## config.mk

```make
export PLATFORM = sky130hd
export DESIGN_NAME = noc_common_clk_gate_ctrl
export DESIGN_NICKNAME = d
export VERILOG_FILES = /design/src/rtl/noc_common_clk_gate_ctrl_pkg.sv /design/src/rtl/noc_common_clk_gate_stats.sv /design/src/rtl/noc_common_clk_gate_ctrl.sv
export SDC_FILE = /design/constraint.sdc
export NUM_CORES = 1
export LEC_CHECK = 0
export CORE_MARGIN = 3
export CORE_UTILIZATION = 37
export CTS_BUF_LIST = sky130_fd_sc_hd__clkbuf_4 sky130_fd_sc_hd__clkbuf_8 sky130_fd_sc_hd__clkbuf_16
export DETAILED_ROUTE_END_ITERATION = 16
export PLACE_DENSITY = 0.81
export SLEW_MARGIN = 20
export SYNTH_ARGS = -nofsm -noshare
export SYNTH_HDL_FRONTEND = slang
export SYNTH_SLANG_ARGS = --single-unit
```

## constraint.sdc

```tcl
create_clock -name i_clk -period 2.4 [get_ports i_clk]
set_input_delay 0.24 -clock i_clk [delete_from_list [all_inputs] [get_ports i_clk]]
set_output_delay 0.24 -clock i_clk [all_outputs]
set_load 0.05 [all_outputs]
```

## src/rtl/noc_common_clk_gate_ctrl_pkg.sv

```systemverilog
// Shared types and default parameters for the NoC clock-gate controller.
package noc_common_clk_gate_ctrl_pkg;

  typedef enum logic [1:0] {
    StRun   = 2'd0,
    StDrain = 2'd1,
    StGated = 2'd2,
    StWake  = 2'd3
  } state_e;

  localparam int unsigned NumReqDef   = 4;
  localparam int unsigned IdleCntWDef = 8;
  localparam int unsigned WakeLatDef  = 2;
  localparam int unsigned StatsWDef   = 32;

endpackage

```

## src/rtl/noc_common_clk_gate_stats.sv

```systemverilog
// Saturating gate-entry and gated-cycle counters with synchronous clear.
module noc_common_clk_gate_stats #(
  parameter int unsigned StatsW = 32
) (
  input  logic              i_clk,
  input  logic              i_rst,
  input  logic              i_clr,
  input  logic              i_gate_evt,
  input  logic              i_gated,
  output logic [StatsW-1:0] o_gate_events,
  output logic [StatsW-1:0] o_gated_cycles
);

  logic [StatsW-1:0] events_q, events_d;
  logic [StatsW-1:0] cycles_q, cycles_d;

  always_comb begin
    events_d = events_q;
    cycles_d = cycles_q;
    if (i_clr) begin
      events_d = '0;
      cycles_d = '0;
    end else begin
      if (i_gate_evt && (events_q != '1)) events_d = events_q + StatsW'(1);
      if (i_gated && (cycles_q != '1))    cycles_d = cycles_q + StatsW'(1);
    end
  end

  always_ff @(posedge i_clk or posedge i_rst) begin
    if (i_rst) begin
      events_q <= '0;
      cycles_q <= '0;
    end else begin
      events_q <= events_d;
      cycles_q <= cycles_d;
    end
  end

  assign o_gate_events  = events_q;
  assign o_gated_cycles = cycles_q;

endmodule

```

## src/rtl/noc_common_clk_gate_ctrl.sv

```systemverilog
// Idle-driven clock-gate controller; NOC_COMMON_CLK_GATE_STATS_EN adds the
// gate-event and gated-cycle statistics counters.
module noc_common_clk_gate_ctrl
  import noc_common_clk_gate_ctrl_pkg::*;
#(
  parameter int unsigned NumReq   = NumReqDef,
  parameter int unsigned IdleCntW = IdleCntWDef,
  parameter int unsigned WakeLat  = WakeLatDef,
  parameter int unsigned StatsW   = StatsWDef
) (
  input  logic                i_clk,
  input  logic                i_rst,
  input  logic                i_enable,
  input  logic [IdleCntW-1:0] i_idle_thresh,
  input  logic                i_test_en,
  input  logic [NumReq-1:0]   i_busy,
  input  logic [NumReq-1:0]   i_wake_req,
  output logic [NumReq-1:0]   o_wake_ack,
  output logic                o_clk_en,
  output logic                o_gated,
  input  logic                i_stats_clr,
  output logic [StatsW-1:0]   o_gate_events,
  output logic [StatsW-1:0]   o_gated_cycles
);

  localparam int unsigned WakeCntW = (WakeLat > 1) ? $clog2(WakeLat) : 1;

  state_e              state_q, state_d;
  logic [IdleCntW-1:0] idle_cnt_q, idle_cnt_d;
  logic [WakeCntW-1:0] wake_cnt_q, wake_cnt_d;
  logic                clk_en_q;
  logic                quiet;

  assign quiet = i_enable & ~|i_busy & ~|i_wake_req & ~i_test_en;

  always_comb begin
    state_d    = state_q;
    idle_cnt_d = idle_cnt_q;
    wake_cnt_d = wake_cnt_q;
    unique case (state_q)
      StRun: begin
        if (quiet) begin
          state_d    = StDrain;
          idle_cnt_d = '0;
        end
      end
      StDrain: begin
        if (!quiet) begin
          state_d    = StRun;
          idle_cnt_d = '0;
        end else if (idle_cnt_q >= i_idle_thresh) begin
          state_d = StGated;
        end else if (idle_cnt_q != '1) begin
          idle_cnt_d = idle_cnt_q + IdleCntW'(1);
        end
      end
      StGated: begin
        if (!quiet) begin
          state_d    = StWake;
          wake_cnt_d = '0;
        end
      end
      StWake: begin
        if (wake_cnt_q == WakeCntW'(WakeLat - 1)) state_d = StRun;
        else                                      wake_cnt_d = wake_cnt_q + WakeCntW'(1);
      end
      default: state_d = StWake;
    endcase
  end

  // Gater enable is registered from next state so EN changes glitch-free with the state.
  always_ff @(posedge i_clk or posedge i_rst) begin
    if (i_rst) begin
      state_q    <= StWake;
      idle_cnt_q <= '0;
      wake_cnt_q <= '0;
      clk_en_q   <= 1'b1;
    end else begin
      state_q    <= state_d;
      idle_cnt_q <= idle_cnt_d;
      wake_cnt_q <= wake_cnt_d;
      clk_en_q   <= (state_d != StGated);
    end
  end

  assign o_clk_en   = clk_en_q;
  assign o_gated    = (state_q == StGated);
  assign o_wake_ack = (state_q == StRun) ? i_wake_req : '0;

`ifdef NOC_COMMON_CLK_GATE_STATS_EN
  noc_common_clk_gate_stats #(
    .StatsW (StatsW)
  ) u_stats (
    .i_clk          (i_clk),
    .i_rst          (i_rst),
    .i_clr          (i_stats_clr),
    .i_gate_evt     ((state_q == StDrain) && (state_d == StGated)),
    .i_gated        (state_q == StGated),
    .o_gate_events  (o_gate_events),
    .o_gated_cycles (o_gated_cycles)
  );
`else
  logic unused_stats_clr;
  assign unused_stats_clr = i_stats_clr;
  assign o_gate_events    = '0;
  assign o_gated_cycles   = '0;
`endif

endmodule

```

==> flow_metrics.tcl, run 1 <==
set metrics [dict create \
    ff2ff_setup_slack_ns 0.31 \
    final_area_um2 1575 \
    grt_overflow 0 \
    clockRootBuffer "clkbuf_8" \
    relSlewSlack 0.6767 \
    drive_above_1_share 0.1089 \
    fin_crit_ns 2.120 \
    die_area_um2 4710 \
    post_cts_buffers 0 \
    drt-total-wl_mm 2.445 \
    first_iter_violations 48 \
    area_growth_pct 8.534 \
    fin_util 0.4239 \
    ctsHtreeMaxLevel 1 \
    routabilityCongestion 0.8244 \
    cp_max_fo 9 \
    io_pins 91 \
    ys_warn_count 0 \
    io_buffers 25 \
    diodes 0 \
    finalCritPeriodShare 0.8833 \
    cts_resized 0 \
    dr_total_vias 1045 \
    start_kind "flip-flop" \
    place_area_um2 1526 \
    dr_wl_met2_mm 1.304 \
    die_w_um 68.63 \
    seq_area_frac_synth 0.2095 \
    cap_violations 0 \
    path_class "flip-flop to output port" \
    drt-met1-wl_um 895 \
    synth_area_um2 1451 \
    hpwl_mm 2.007 \
    fin_nets 233 \
    synth_seq_cells 12 \
    power_density_nw_per_um2 444.7 \
    cts_made_buffers 3 \
    route.detailed.drc 0 \
    post_drt_wl_per_cell_um 9.780 \
    grt_max_degree 13 \
    arrival_ns 1.88 \
    grt_pass1_wl_mm 3.443 \
    postSynth.asyncResetShare 1.000 \
    synth_top_area_cell "buf_4" \
    synthFlopType "dfrtp_1" \
    setup_tns_ns 0 \
    path_cells "nor2b_1, clkdlybuf4s50_1" \
    worst-slew-pin-transition_ns 0.4714 \
    status "finished clean" \
    slew_violations 0 \
    rows 22 \
    fmax_mhz 471.7 \
    grt_usage 0.09983 \
    core-area_um2 3716 \
    layout_commonest_cell "conb_1" \
    p_int_mw 0.3738 \
    slowest_stage "clkdlybuf4s50_1" \
    routed.top_layer "met4" \
    synth_cell_types 40 \
    rsz0062_at_grt "no" \
    power.switching_mw 0.3267 \
    pre_cts_ws_ns 0.04465 \
    setup_viol 0 \
    worst_clock_skew_ns 0.005086 \
    grt_pass1_vias 823 \
    pwr-share-seq 0.291 \
    antenna_found_initial 0 \
    start_util 0.3906 \
    synth_cells 173 \
    clkSinkCount 12 \
    insertion_delay_ns 0.24 \
    switching_share 0.4664 \
    drtPass1Iterations 4 \
    hold_viol 0 \
    cts_max_path_buffers 2 \
    synth-edff-count 0 \
    fin_ws_ns 0.2802 \
    clkTransAtPathRegs_ns 0.05 \
    netlist.area_leader.share 0.3362 \
    ant_nets 0 \
    fp.dieH_um 68.63 \
    clkPwrFrac 0.289 \
    cts_hold_buf 0 \
    worstPathRequired_ns 2.16 \
    final_cell_mix "conb_1, clkdlybuf4s50_1, inv_1" \
    vdd_drop_max_uv 209.6 \
    viasPerCell 4.180 \
    hold_class "primary input to async pin" \
    cp_slowest_stage_delay_ns 0.83 \
    synthTopCellsByArea "buf_4, dfrtp_1, ha_1" \
    tritoncts "done" \
    synth.avg_cell_area_um2 8.390 \
    endpoint_kind "output port" \
    comb_power_share 0.419 \
    p_leak_nw 0.7849 \
    wl_met3_um 204 \
]
[final cells by class]
| cell class | instances | area, µm² |
|---|---|---|
| Clock buffer | 4 | 48.80 |
| Inverter | 12 | 45.04 |
| Timing Repair Buffer | 30 | 287.8 |
| Multi-Input combinational cell | 144 | 829.5 |
| Tap cell | 48 | 60.06 |
| Sequential cell | 12 | 304.0 |
| Fill cell | 389 | 2141 |
[critical path: cells and delay by family (launching register included)]
family / cells / cell delay [ns]
simple gates: 1 / 0.20
buf+inv: 1 / 0.83
flops: 1 / 0.61
[metal layers]
metal | vias to the layer above | global-route usage
met3 | 7 | 0.03566
li1 | 515 | -
met1 | 483 | 0.1083
met5 | - | 0
met2 | 40 | 0.1692
met4 | 0 | 0.05211
[path summary, 6_finish.rpt]
kind                                        endpoint  cells after the start                       from
max in group asynchronous       state_q[0]$_DFF_PP1_                      2                      i_rst
min in group i_clk            wake_cnt_q$_DFFE_PP0P_                      1     wake_cnt_q$_DFFE_PP0P_
max                                          o_gated                      2       state_q[1]$_DFF_PP1_
min reg2reg                   wake_cnt_q$_DFFE_PP0P_                      1     wake_cnt_q$_DFFE_PP0P_
min                        idle_cnt_q[7]$_DFFE_PP0P_                      2                      i_rst
max reg2reg                idle_cnt_q[6]$_DFFE_PP0P_                      7  idle_cnt_q[0]$_DFFE_PP0P_
[stage by stage]
stage,total power [mW],instances,hold WS [ns]
after global placement,0.4981,246,0.4801
after CTS,0.7052,250,0.3334
after global routing,0.7290,250,0.3392
after floorplan,0.5381,236,0.1026
final,0.7006,250,0.3155
after detailed placement,0.4991,246,0.4852
[cells by family (layout without fill, tap and decap cells)]
logic type,Yosys count,count (layout),synth area share
other cells,1,64,0.002584
xor+xnor,1,1,0.006036
fa+ha+maj,9,9,0.07759
flops,12,12,0.2095
compound gates,29,29,0.1397
buf+inv,80,46,0.3819
mux,1,1,0.006897
simple gates,40,40,0.1759
[state kept, by name (all words and copies together) (netlist names)]
| signal | flops |
|---|---|
| idle_cnt_q | 8 |
| o_clk_en | 1 |
| state_q | 2 |
| wake_cnt_q | 1 |
[synth_stat cells, types with 2 or more instances]
cell     count
ha_1         9
or3_1        3
and2_1       4
or2_1        2
nor2_1       3
nand2_1      6
dfstp_2      3
o31ai_1      6
and3_1       3
inv_1       12
o21ai_0      7
or4_1        2
buf_2        2
dfrtp_1      9
a31oi_1      2
buf_4       65
nand3_1      5
a21oi_1      6
nor2b_1      3
[power by group through the flow]
| stage | logic, mW | clock network, mW | registers [mW] |
|---|---|---|---|
| detailed placement | 0.292 | 0 | 0.207 |
| CTS | 0.292 | 0.209 | 0.204 |
| global route | 0.308 | 0.217 | 0.204 |
| global placement | 0.291 | 0 | 0.207 |
| floorplan | 0.331 | 0 | 0.207 |
| finish | 0.294 | 0.203 | 0.204 |
(Power assumes the default switching activity.)
==> run 2, diff against run 1 <==
Settings changed: ABC_AREA from default to 1, CELL_PAD_IN_SITES_DETAIL_PLACEMENT from default to 2, CELL_PAD_IN_SITES_GLOBAL_PLACEMENT from default to 2, CORE_UTILIZATION 37 to 17, PLACE_DENSITY 0.81 to default, PLACE_DENSITY_LB_ADDON from default to 0.1.
Clock period 2.4 ns to 1.79 ns, I/O delays scaled along.
==> run 2 against run 1 <==
Net effect:
- worst hold slack worse by 0.038 ns
- non-clock buffer count grew 9
- combinational power increased to 2.6 times the previous value
- sequential power increased by 49%
- clock skew rose by 0.0010 ns
- synthesized cell count rose by 34%
- sequential share of layout area is 3.8 points lower
- total power grew 95%
- final area is 25% higher
- count of clock-buffer cells in the layout unchanged
- largest cell class unchanged
==> flow_metrics.tcl, run 2 <==
set metrics [dict create \
    fin_crit_ns 1.662 \
    largest_reg_flops 8 \
    clkTransAtPathRegs_ns 0.06 \
    synth_cell_types 25 \
    routabilityCongestion 0.6743 \
    relSlewSlack 0.6455 \
    final_cell_mix "conb_1, nand2_1, inv_1" \
    io_buffers 25 \
    synthFlopType "dfrtp_1" \
    worst-slew-pin-transition_ns 0.5311 \
    arrival_ns 1.79 \
    area_growth_pct 24.74 \
    synth_commonest_cells "buf_4, nand2_1, inv_1" \
    first_iter_violations 11 \
    r2r_start "idle_cnt_q[1]$_DFFE_PP0P_" \
    p_leak_nw 1.038 \
    final_area_um2 1968 \
    hold_viol 0 \
    die_area_um2 10470 \
    core-area_um2 8848 \
    drt-total-wl_mm 4.157 \
    holdWs_ns 0.2770 \
    regMostFlops "idle_cnt_q" \
    ctsHtreeMaxLevel 1 \
    netlist.area_leader.share 0.3045 \
    synthTopCellsByArea "buf_4, dfrtp_1, nand2_1" \
    diodes 0 \
    fmax_mhz 601.8 \
    post_cts_buffers 0 \
    status "finished clean" \
    reg.largest.list "idle_cnt_q x8, state_q x2" \
    ant_nets 0 \
    drive_above_1_share 0.1868 \
    power_density_nw_per_um2 693.6 \
    viasPerCell 3.425 \
    start_util 0.1783 \
    cts_resized 0 \
    slowest_stage "clkdlybuf4s50_1" \
    start_kind "primary input" \
    die_w_um 102.3 \
    synth_cells 231 \
    grt_max_degree 13 \
    critPathMostFrequentCell "nand2_1" \
    fin_nets 304 \
    io_pins 91 \
    crit_end "idle_cnt_q[1]$_DFFE_PP0P_" \
    synth-edff-count 0 \
    hold_class "primary input to async pin" \
    rows 34 \
    synth.avg_cell_area_um2 6.830 \
    grt_usage 0.08038 \
    post_drt_wl_per_cell_um 10.91 \
    path_delay_family "simple AND/OR/NAND/NOR gates" \
    vdd_drop_max_uv 269.6 \
    cp_num_buf_inv 3 \
    hpwl_mm 3.619 \
    final.fill_count 1088 \
    grt_pass1_wl_mm 6.665 \
    fp.dieH_um 102.3 \
    synth_most_common_cell "buf_4" \
    worst_clock_skew_ns 0.006088 \
    setup_tns_ns 0 \
    critical_path.startpoint "i_idle_thresh[7]" \
    layout_commonest_cell "conb_1" \
    clkSinkCount 12 \
    cts_made_buffers 3 \
    synth_top_area_cell "buf_4" \
    tritoncts "done" \
    grt_pass1_vias 1400 \
    cp_max_fo 8 \
    endpoint_kind "flip-flop" \
    cts_hold_buf 0 \
    seq_area_frac_synth 0.1927 \
    ys_warn_count 0 \
    ff2ff_path_depth 11 \
    route.detailed.drc 0 \
    setup_viol 0 \
    finalCritPeriodShare 0.9283 \
    worstPathRequired_ns 1.92 \
    place_area_um2 1874 \
    cap_violations 0 \
    path_class "primary input to flip-flop" \
    synth_seq_cells 12 \
    antenna_found_initial 0 \
    path_cells "clkdlybuf4s50_1, inv_1, ha_1, nand2_1, inv_1, nor2_2, o21a_1, nand2_2, nand2_4, nand2_4, nand2_1, nand2_1" \
    ff2ff_setup_slack_ns 0.16 \
    insertion_delay_ns 0.25 \
    synth_area_um2 1578 \
    clockRootBuffer "clkbuf_8" \
    slew_violations 0 \
    drtPass1Iterations 4 \
    r2r-end "idle_cnt_q[1]$_DFFE_PP0P_" \
    grt_overflow 0 \
    cts_max_path_buffers 2 \
    cp_slowest_stage_delay_ns 0.46 \
    cp.depth 12 \
    dr_total_vias 1305 \
    postSynth.asyncResetShare 1.000 \
]
run 2: changes by cell type after synthesis, moves of 7 or more:
cell | previous run | this run
nor2_1 | 3 | 20
nand3_1 | 5 | 18
nand2_1 | 6 | 44
inv_1 | 12 | 32
o21ai_0 | 7 | 0
run 2: report_power, final:
group / internal (mW) / leakage (nW) / switching, mW
Sequential: 0.293 / 0.152 / 0.0112
Clock: 0.195 / 0.0288 / 0.114
Combinational: 0.199 / 0.858 / 0.553
Total: 0.687 / 1.04 / 0.679
run 2: kinds of logic after synthesis:
kind of cell,Yosys count,synth area share
AO/OA/AOI/OAI,7,0.03568
XOR/XNOR,3,0.01666
adder cells (fa/ha/maj),9,0.07137
buffers and inverters,97,0.3830
flip-flops,12,0.1927
other,1,0.002377
AND/OR/NAND/NOR,102,0.2982
run 2: metal layers:
layer	share of wire	track usage
met4	0	0.009082
met1	0.47	0.1082
met5	0	0
met3	0.050	0.01775
met2	0.48	0.1359
run 2: layout make-up:
class | count | area (µm²) | share of cell area
clock buffer | 4 | 55.05 | 0.02797
tap | 108 | 135.1 | 0.06866
multi-input combinational | 185 | 945.9 | 0.4806
timing repair buffer | 39 | 402.9 | 0.2047
sequential | 12 | 305.3 | 0.1551
inverter | 33 | 123.9 | 0.06294
run 2: how the worst min path moves through the flow:
stage                               from                   endpoint  slack [ns]  depth (start not counted)
2_1_floorplan                      i_rst  idle_cnt_q[0]$_DFFE_PP0P_        0.04                          1
3_3_place_gp   idle_cnt_q[0]$_DFFE_PP0P_  idle_cnt_q[0]$_DFFE_PP0P_        0.49                          2
3_5_place_dp   idle_cnt_q[0]$_DFFE_PP0P_  idle_cnt_q[0]$_DFFE_PP0P_        0.51                          2
4_1_cts                            i_rst  idle_cnt_q[3]$_DFFE_PP0P_        0.30                          2
5_1_grt                            i_rst  idle_cnt_q[3]$_DFFE_PP0P_        0.34                          2
6_report                           i_rst  idle_cnt_q[5]$_DFFE_PP0P_        0.28                          2
run 2: through the flow:
stage,worst slack (ns),total power [mW],utilization,instances
after floorplan,0.2598,0.9482,-,294
final,0.1284,1.365,0.2224,381
after global placement,-0.2362,1.065,0.2118,377
after CTS,0.02575,1.390,0.2180,381
after detailed placement,-0.2147,1.066,0.2118,377
after global routing,-0.002617,1.452,0.2224,381
==> run 3, diff against run 2 <==
Settings changed: HOLD_SLACK_MARGIN from default to 0.02.
==> results of run 3 <==
No change in the layout: final DEF, timing and power equal those of run 2.
